<file path="src/rtl/fetch_ctrl.sv">
// Fetch/decode sequencer: PC->AR, variable-latency memory read, IR load,
// opcode decode and handoff to execute, with HALT/fault detection.
module fetch_ctrl #(
  parameter int         N           = 17,
  parameter int         MEM_TIMEOUT = 15,
  parameter logic [5:0] HALT_OP     = 6'h1F
) (
  input  logic        clk,
  input  logic        rst,
  input  logic        start,
  input  logic        mem_ready,
  input  logic [5:0]  opcode,
  input  logic        exec_done,
  output logic [2:0]  bus_sel,
  output logic        ar_write_en,
  output logic        mem_rd,
  output logic        ir_write_en,
  output logic        pc_inc_en,
  output logic        dec_valid,
  output logic [5:0]  dec_opcode,
  output logic        halted,
  output logic        fault,
  output logic [1:0]  fault_code,
  output logic [15:0] instr_count,
  output logic [2:0]  state
);

  localparam int CW = $clog2(MEM_TIMEOUT + 1);

  typedef enum logic [2:0] {
    IDLE      = 3'd0,
    FETCH_AR  = 3'd1,
    FETCH_MEM = 3'd2,
    FETCH_IR  = 3'd3,
    DECODE    = 3'd4,
    EXEC      = 3'd5,
    FAULT     = 3'd7
  } st_t;

  st_t           st, nxt;
  logic [CW-1:0] cnt;
  logic          illegal;
  logic          is_halt;
  logic          tmo;

  // Legal opcodes fit in the N-12 bits left after the operand field
  assign illegal = (opcode >> (N - 12)) != 6'd0;
  assign is_halt = opcode == HALT_OP;
  assign tmo     = cnt == CW'(MEM_TIMEOUT - 1);
  assign state   = st;

  always_ff @(posedge clk) begin
    if (rst) st <= IDLE;
    else     st <= nxt;
  end

  always_ff @(posedge clk) begin
    if (rst) begin
      cnt         <= '0;
      dec_opcode  <= '0;
      halted      <= 1'b0;
      fault       <= 1'b0;
      fault_code  <= 2'd0;
      instr_count <= '0;
    end else begin
      // Counter is zero whenever FETCH_MEM is entered
      if (st == FETCH_MEM && !mem_ready) cnt <= cnt + 1'b1;
      else                               cnt <= '0;
      if (st == IDLE && start) halted <= 1'b0;
      if (st == DECODE) begin
        dec_opcode <= opcode;
        if (!illegal && is_halt) begin
          halted      <= 1'b1;
          instr_count <= instr_count + 16'd1;
        end
      end
      if (st == EXEC && exec_done) instr_count <= instr_count + 16'd1;
      if (nxt == FAULT && st != FAULT) begin
        fault      <= 1'b1;
        fault_code <= (st == FETCH_MEM) ? 2'd1 : 2'd2;
      end
    end
  end

  always_comb begin
    nxt = st;
    unique case (st)
      IDLE:      if (start) nxt = FETCH_AR;
      FETCH_AR:  nxt = FETCH_MEM;
      FETCH_MEM: begin
        if (mem_ready) nxt = FETCH_IR;
        else if (tmo)  nxt = FAULT;
      end
      FETCH_IR:  nxt = DECODE;
      DECODE: begin
        if (illegal)      nxt = FAULT;
        else if (is_halt) nxt = IDLE;
        else              nxt = EXEC;
      end
      EXEC:      if (exec_done) nxt = FETCH_AR;
      FAULT:     nxt = FAULT;
      default:   nxt = IDLE;
    endcase
  end

  always_comb begin
    bus_sel     = 3'd0;
    ar_write_en = 1'b0;
    mem_rd      = 1'b0;
    ir_write_en = 1'b0;
    pc_inc_en   = 1'b0;
    dec_valid   = 1'b0;
    unique case (st)
      FETCH_AR: begin
        bus_sel     = 3'd1;
        ar_write_en = 1'b1;
      end
      FETCH_MEM: mem_rd = 1'b1;
      FETCH_IR: begin
        bus_sel     = 3'd2;
        ir_write_en = 1'b1;
        pc_inc_en   = 1'b1;
      end
      DECODE:  dec_valid = !illegal && !is_halt;
      default: ;
    endcase
  end

endmodule

</file>
<file path="config.mk">
export PLATFORM = sky130hd
export DESIGN_NAME = fetch_ctrl
export DESIGN_NICKNAME = d
export VERILOG_FILES = /design/src/rtl/fetch_ctrl.sv
export SDC_FILE = /design/constraint.sdc
export NUM_CORES = 1
export LEC_CHECK = 0
export BUFFER_PORTS_ARGS = -buffer_cell sky130_fd_sc_hd__buf_4
export CORE_ASPECT_RATIO = 1.5
export CORE_UTILIZATION = 51
export CTS_CLUSTER_DIAMETER = 60
export CTS_CLUSTER_SIZE = 12
export DETAILED_ROUTE_END_ITERATION = 7
export PLACE_DENSITY = 0.78
export SYNTH_ARGS = -nofsm -noshare
export SYNTH_HDL_FRONTEND = slang
export SYNTH_SLANG_ARGS = --single-unit
export TNS_END_PERCENT = 1
</file>
<file path="constraint.sdc">
create_clock -name clk -period 2.28 [get_ports clk]
set_input_delay 0.114 -clock clk [delete_from_list [all_inputs] [get_ports clk]]
set_output_delay 0.114 -clock clk [all_outputs]
set_load 0.03 [all_outputs]
</file>
; ---- Yosys cells after proc, flatten, opt, wreduce, memory -nomap -nowiden
; Index checks and enable logic that the tools add are counted.
[word_totals]
wordCells = 53
register_bits = 33
[op_classes]
n_eq_ne = 10
n_addsub = 2
bitwise_logic = 1
n_mux = 19
n_reduce_logical = 14
[ops]
columns = operator, n
row1 = 16-bit two-way mux, 3
row2 = 3-bit case mux with 7 select lines, 1
row3 = 3-bit two-way mux, 6
row4 = 16-bit by 1-bit adder with 16-bit output (second input constant), 1
row5 = 3-bit == test (second input constant), 4
row6 = 1-bit two-way mux, 7
row7 = 3-bit by 2-bit == test with 1-bit output (second input constant), 2
row8 = 6-bit by 5-bit == test with 1-bit output (second input constant), 1
row9 = 1-bit logical AND, 6
row10 = 4-bit by 1-bit adder with 4-bit output (second input constant), 1
row11 = 4-bit == test (second input constant), 1
row12 = 2-bit case mux with 2 select lines, 1
row13 = 2-bit nonzero test, 2
row14 = 3-bit by 1-bit == test with 1-bit output (second input constant), 1
row15 = 1-bit zero test, 3
row16 = 3-bit zero test, 1
row17 = 3-bit inequality test (second input constant), 1
row18 = 2-bit two-way mux, 1
row19 = 2-bit AND reduction, 1
row20 = 2-bit OR reduction, 1
row21 = 1-bit inverter, 1

; ---- Longest topological paths before layout
; Gate-level depths: netlist of run 1.
[depth]
word_depth = 6
ltp_mapped = 6
mapped_depth_nobuf = 6

; ---- Least setup slack after synthesis of run 1
; No wires, ideal clock.
[synth_timing]
path_kind = flip-flop to output port
start = register st[0] (netlist: state[0])
end = output bus_sel[0]
setup_slack_ns = 0.033
path_stages_with_launch = 5
arrival_ns = 2.133
n_path_buf = 3
cell_sequence = dfxtp_1 -> buf_2 -> clkbuf_1 -> nor3b_1 -> buf_4
[synth_via]
elab_chain_cells = 2
elab_cells_between_ends = 3
[synth_lines]
columns = item, line_no
row1 = from (decl), 40  ; st_t st, nxt;
row2 = from (signal assigned), 54  ; else st <= nxt;
row3 = 3-bit by 2-bit == test with 1-bit output / 3-bit by 1-bit == test with 1-bit output (equally long branches), 113  ; unique case (st)
row4 = 2-bit case mux with 2 select lines (*), 113
row5 = to (decl), 14  ; output logic [2:0] bus_sel,
; Every way passes the cells marked *; elsewhere a longest branch is shown, timed or not.

; ---- Worst setup path in the final report of run 1
[layout_timing]
start = register st[2] (netlist: state[2])
end = output dec_valid
[layout_via]
elab_chain_cells = 2
[layout_lines]
columns = item, line_no
row1 = 3-bit == test, 113
row2 = 1-bit two-way mux, 113
row3 = to (decl), 19  ; output logic dec_valid,
; No other way between the ends.

==> results of run 1 <==
Yosys cell counts, types with 3 or more instances:
library cell  number
nand3_1            7
nand2_1           15
dfxtp_1           33
a211oi_1           3
a21oi_1           25
inv_1              5
o31ai_1           13
or4_1             12
buf_4              3
nand4_1            4
clkbuf_1          11
nor2b_1            5
ha_1               3
or3_1              3
nor2_1            12
o21ai_0           11
o21a_1             3
per-stage QoR:
step | area (um2) | setup WS, ps
final | 2048 | 206.0
after global routing | 2048 | 94.87
after CTS | 2042 | 95.25
after detailed placement | 1956 | 277.6
after global placement | 1956 | 390.6
after floorplan | 1627 | 32.92
state kept, by name (all words and copies together) (netlist names):
| name | cells |
|---|---|
| fault_code | 2 |
| cnt | 4 |
| halted | 1 |
| dec_opcode | 6 |
| instr_count | 16 |
| fault | 1 |
| state | 3 |
critical path, delay by kind of cell, from the launching register on:
| family | cells | cell delay [ps] |
|---|---|---|
| compound gates | 1 | 220 |
| flops | 1 | 610 |
| simple gates | 2 | 650 |
| buf+inv | 1 | 190 |
layer usage:
metal | share of wire | up-vias | track usage
met5 | 0 | - | 0
met4 | 0.024 | 0 | 0.1173
met3 | 0.036 | 10 | 0.06378
met2 | 0.55 | 46 | 0.4339
met1 | 0.39 | 743 | 0.2387
li1 | - | 785 | -
worst paths after layout:
path | startpoint | endpoint | slack [ps] | cells past startpoint
setup / recovery | state[2] | dec_valid | 210 | 4
hold reg to reg | fault | fault | 450 | 2
hold / removal | opcode[5] | fault_code[0] | 70 | 2
setup reg to reg | state[2] | instr_count[14] | 250 | 4
logic make-up after synthesis:
group | after synthesis
buffers and inverters | 21
DFF | 33
AOI/OAI and AO/OA | 59
and+or+nand+nor | 74
xor gates and xnor gates | 3
other | 1
adders and majority gates | 3
area by class of cell:
type	instances	area, um2	area share
multi-input combinational	140	873.3	0.4264
sequential	33	660.6	0.3225
tap	39	48.80	0.02382
timing repair buffer	48	360.3	0.1759
inverter	5	18.77	0.009163
clock buffer	5	68.82	0.03360
clock inverter	3	17.52	0.008552
timing repair:
action	4_1_cts	5_1_grt
endpoints found under the hold margin	0	0
setup endpoints to repair	0	1
gates resized for setup	0	1
power groups by stage:
stage | clock network [mW] | registers, mW | logic [mW]
after floorplan | 0 | 0.639 | 0.164
after global placement | 0 | 0.630 | 0.240
after detailed placement | 0 | 0.631 | 0.245
after CTS | 0.431 | 0.618 | 0.245
after global routing | 0.459 | 0.625 | 0.263
final | 0.428 | 0.620 | 0.246
==> results.tsv, run 1 <==
metric	value	unit
final setup vio count	0	
synthesized instance count	194	
clock power share	0.331	
ys async rst share	0	
Comb pwr share	0.190	
gr usage total	0.2431	
GPL Wtd Cong	0.7565	
EDFF count, synth	0	
synth warn	0	
# rows	24	
Reg power frac	0.479	
CTS hold repair buffers	0	
Syn Nets	208	
Crit Path Class	reg -> out	
drt total wl	3.820	mm
Post-DP HPWL	2.801	mm
first-pass GRT wire length	6.099	mm
via count	1584	
clk slew on worst S/H paths	70	ps
critical path, cell by cell	nor3b_4 -> o21a_1 -> nor2b_1 -> buf_4	
post-route insts no fill	273	
worst-path maximum fanout	16	
worst skew pair latency	280	ps
area of the core	2973	um2
placed insts	265	
number of port buffers	46	
ant diodes	0	
mean post-synth cell area	8.384	um2
switching share of power	0.3085	
Ports	48	
WP data arrival	1960	ps
die area	3424	um2
CTS tree	done	
Post-Synth Adder-Cell Area	0.02308	
Crit path required time	2170	ps
utilization after layout	0.6890	
status	finished, final reports clean	
dominant synthesized flop cell	dfxtp_1	
fmax	482.2	MHz
max-slew violation count	0	
clk root buf	clkbuf_8	
post-synth cell types	38	
# fillers	257	
Slew HR	0.3721	
Clock Sinks	33	
1st-iter DRT viols	44	
cts bufs inserted	5	
post-synthesis compound-gate area fraction	0.2208	
PwrDens	631.7	nW/um2
fin crit share	0.9097	
H-tree Lvls	2	
final hold slack	65.87	ps
die width	48.11	um
P_leak	0.7752	nW
Post-DRT Antenna Nets	0	
DR vias/cell	5.802	
register area share after synthesis	0.4062	
final setup skew	5.206	ps
NetSw	399.1	uW
Int Pwr	894.8	uW
GR Overflow Total	0	
Area Growth Syn to Fin	25.92	%
Peak supply drop	0.0005952	V
post-CTS setup buffers	0	
Synth Cell Area	1627	um2
multiplexer share of the synthesized area	0	
# DRC	0	
number of global-route vias before repair	1512	
Die Y	71.17	um
final net count	247	
Synth Area in Simple Gates	0.2708	
layout cell share with drive strength beyond 1	0.2521	
clock tree buffer depth	2	
First-pass DRT Iterations	4	
unrepaired setup endpoints after global routing	false	
most area-consuming cells after synthesis	dfxtp_1 41%, a21oi_1 7.7%, o31ai_1 6.0%	
CP endpoint kind	output port	
hold violation total from the final report	0	
largest net degree at the start of global routing	33	
routed len/inst	13.99	um
Hold Crit Class	in -> reg	
fin crit period	2074	ps
initial core utilization	0.5471	
most frequent cells in the layout	48 x buf_4, 33 x dfxtp_1, 25 x a21oi_1, 15 x nand2_1, 13 x o31ai_1	
max-cap viol count	0	
crit start category	flop	
Synth top area share	0.4062	
initial antenna violation count	0	
commonest non-fill, non-tap cell in the layout	buf_4	
Total Power	1.294	mW
XOR/XNOR share of the synthesized area	0.01615	
max incr delay on CP	610	ps
Sum Neg Setup Slack	0	ps
Synth area leader	dfxtp_1	
Worst-Margin Slew	941.9	ps
largest family of logic cells by synthesized area	simple AND/OR/NAND/NOR gates	
slowest stage cell, crit path	dfxtp_1	
synthesized flop and latch total	33	
(Power assumes the default switching activity.)
==> run 2: changes to the inputs <==
--- a/config.mk
+++ b/config.mk
@@ -5,13 +5,16 @@
 export SDC_FILE = /design/constraint.sdc
 export NUM_CORES = 1
 export LEC_CHECK = 0
+export ABC_AREA = 0
 export BUFFER_PORTS_ARGS = -buffer_cell sky130_fd_sc_hd__buf_4
 export CORE_ASPECT_RATIO = 1.5
 export CORE_UTILIZATION = 51
 export CTS_CLUSTER_DIAMETER = 60
 export CTS_CLUSTER_SIZE = 12
 export DETAILED_ROUTE_END_ITERATION = 7
+export MAX_ROUTING_LAYER = met4
 export PLACE_DENSITY = 0.78
+export SLEW_MARGIN = 10
 export SYNTH_ARGS = -nofsm -noshare
 export SYNTH_HDL_FRONTEND = slang
 export SYNTH_SLANG_ARGS = --single-unit
==> run 2 against run 1 <==
  * Via count is 0.13% lower
  * Die area stayed put
  * Clock skew barely moved
  * Critical path type unchanged
==> results.tsv, run 2 (synthesized netlist as in run 1, its figures left out) <==
metric	value	unit
gr usage total	0.2498	
max-cap viol count	0	
fin crit share	0.9092	
clk root buf	clkbuf_8	
clock power share	0.331	
placed insts	265	
most frequent cells in the layout	48 x buf_4, 33 x dfxtp_1, 25 x a21oi_1, 15 x nand2_1, 13 x o31ai_1	
met3 WL	132	um
Post-DP HPWL	2.801	mm
top flop regs	instr_count: 16 flops, dec_opcode: 6 flops, cnt: 4 flops	
area of the core	2973	um2
# DRC	0	
Crit Path Class	reg -> out	
1st-iter DRT viols	44	
Crit path required time	2170	ps
routed wl met2	2.098	mm
die width	48.11	um
final setup skew	5.504	ps
via count	1582	
final net count	247	
final setup vio count	0	
Peak supply drop	0.0005951	V
Worst-Margin Slew	941.2	ps
post-CTS setup buffers	0	
# fillers	257	
worst reg2reg endpoint	instr_count[14]	
switching share of power	0.3087	
status	finished, final reports clean	
routed len/inst	13.99	um
die area	3424	um2
layout cell share with drive strength beyond 1	0.2521	
fmax	482.4	MHz
max-slew violation count	0	
Placement Setup Slack	277.6	ps
First-pass DRT Iterations	4	
worst-path maximum fanout	16	
largest net degree at the start of global routing	33	
Ports	48	
NetSw	399.6	uW
PwrDens	632.0	nW/um2
# rows	24	
ant diodes	0	
hold violation total from the final report	0	
worst reg-to-reg setup slack	250	ps
Post-DRT Antenna Nets	0	
GPL Wtd Cong	0.7664	
Hold EP	fault_code[0]	
post-layout worst setup margin	207.0	ps
number of global-route vias before repair	1512	
commonest non-fill, non-tap cell in the layout	buf_4	
Sum Neg Setup Slack	0	ps
GR Overflow Total	0	
clock tree buffer depth	2	
Slew HR	0.3726	
worst hold start	opcode[5]	
Cells on Worst Hold Path	2	
DR vias/cell	5.795	
Comb pwr share	0.190	
number of port buffers	46	
Clock Sinks	33	
unrepaired setup endpoints after global routing	false	
initial antenna violation count	0	
Metal-1 WL	1.494	mm
Die Y	71.17	um
Largest register FFs	16	
Int Pwr	894.8	uW
CP endpoint kind	output port	
H-tree Lvls	2	
Largest Register	instr_count	
Hold Crit Class	in -> reg	
top layer in use	met4	
Reg power frac	0.479	
fin crit period	2073	ps
post-route insts no fill	273	
CTS tree	done	
P_leak	0.7752	nW
worst skew pair latency	280	ps
Area Growth Syn to Fin	25.92	%
clk slew on worst S/H paths	70	ps
crit start category	flop	
first-pass GRT wire length	6.099	mm
WP data arrival	1960	ps
utilization after layout	0.6890	
worst r2r src	state[2]	
initial core utilization	0.5471	
FF-to-FF path depth	4	
final instance area	2048	um2
cts bufs inserted	5	
drt total wl	3.818	mm
Area after DPL	1956	um2
[run 2: cell counts in the layout (fill, tap and decap cells not counted)]
Identical to the previous run, type by type.
[run 2: critical path, stage by stage (launching register included)]
cell and delay (ps):
dfxtp_1 610, nor3b_4 460, o21a_1 220, nor2b_1 200, buf_4 190
[run 2: per-stage QoR]
| step | power, mW | hold WS (ps) |
|---|---|---|
| after floorplan | 0.8033 | 209.6 |
| after global placement | 0.8701 | 354.2 |
| after detailed placement | 0.8761 | 364.4 |
| after CTS | 1.295 | 56.72 |
| after global routing | 1.347 | 59.99 |
| final | 1.294 | 65.87 |
[run 2: power by group through the flow]
stage	Sequential [mW]	Combinational, mW	Clock (mW)
CTS	0.618	0.245	0.431
floorplan	0.639	0.164	0
finish	0.620	0.246	0.428
detailed placement	0.631	0.245	0
global route	0.625	0.263	0.459
global placement	0.630	0.240	0
[run 2: repair_timing]
item                       4_1_cts  5_1_grt
hold endpoints to repair         0        0
resized for setup                0        1
setup endpoints to repair        0        1
hold buffers                     0        0
[run 2: layer usage]
layer  GRT usage  vias up
met5           -        -
met4      0.1173        0
met3     0.06378       10
met2      0.4339       40
met1      0.2387      746
li1            -      786
[run 2: how the worst max path moves through the flow]
| stage | from | end | slack (ps) |
|---|---|---|---|
| after floorplan | state[0] | bus_sel[0] | 30 |
| final | state[2] | dec_valid | 210 |
| after global placement | state[2] | instr_count[10] | 390 |
| after global routing | state[2] | dec_valid | 90 |
| after detailed placement | state[2] | instr_count[9] | 280 |
| after CTS | state[2] | dec_valid | 100 |
[run 2: layout make-up]
type | count | area [um2] | share of cell area
clock inverter | 3 | 17.52 | 0.008552
sequential | 33 | 660.6 | 0.3225
clock buffer | 5 | 68.82 | 0.03360
tap | 39 | 48.80 | 0.02382
multi-input combinational | 140 | 873.3 | 0.4264
timing repair buffer | 48 | 360.3 | 0.1759
inverter | 5 | 18.77 | 0.009163
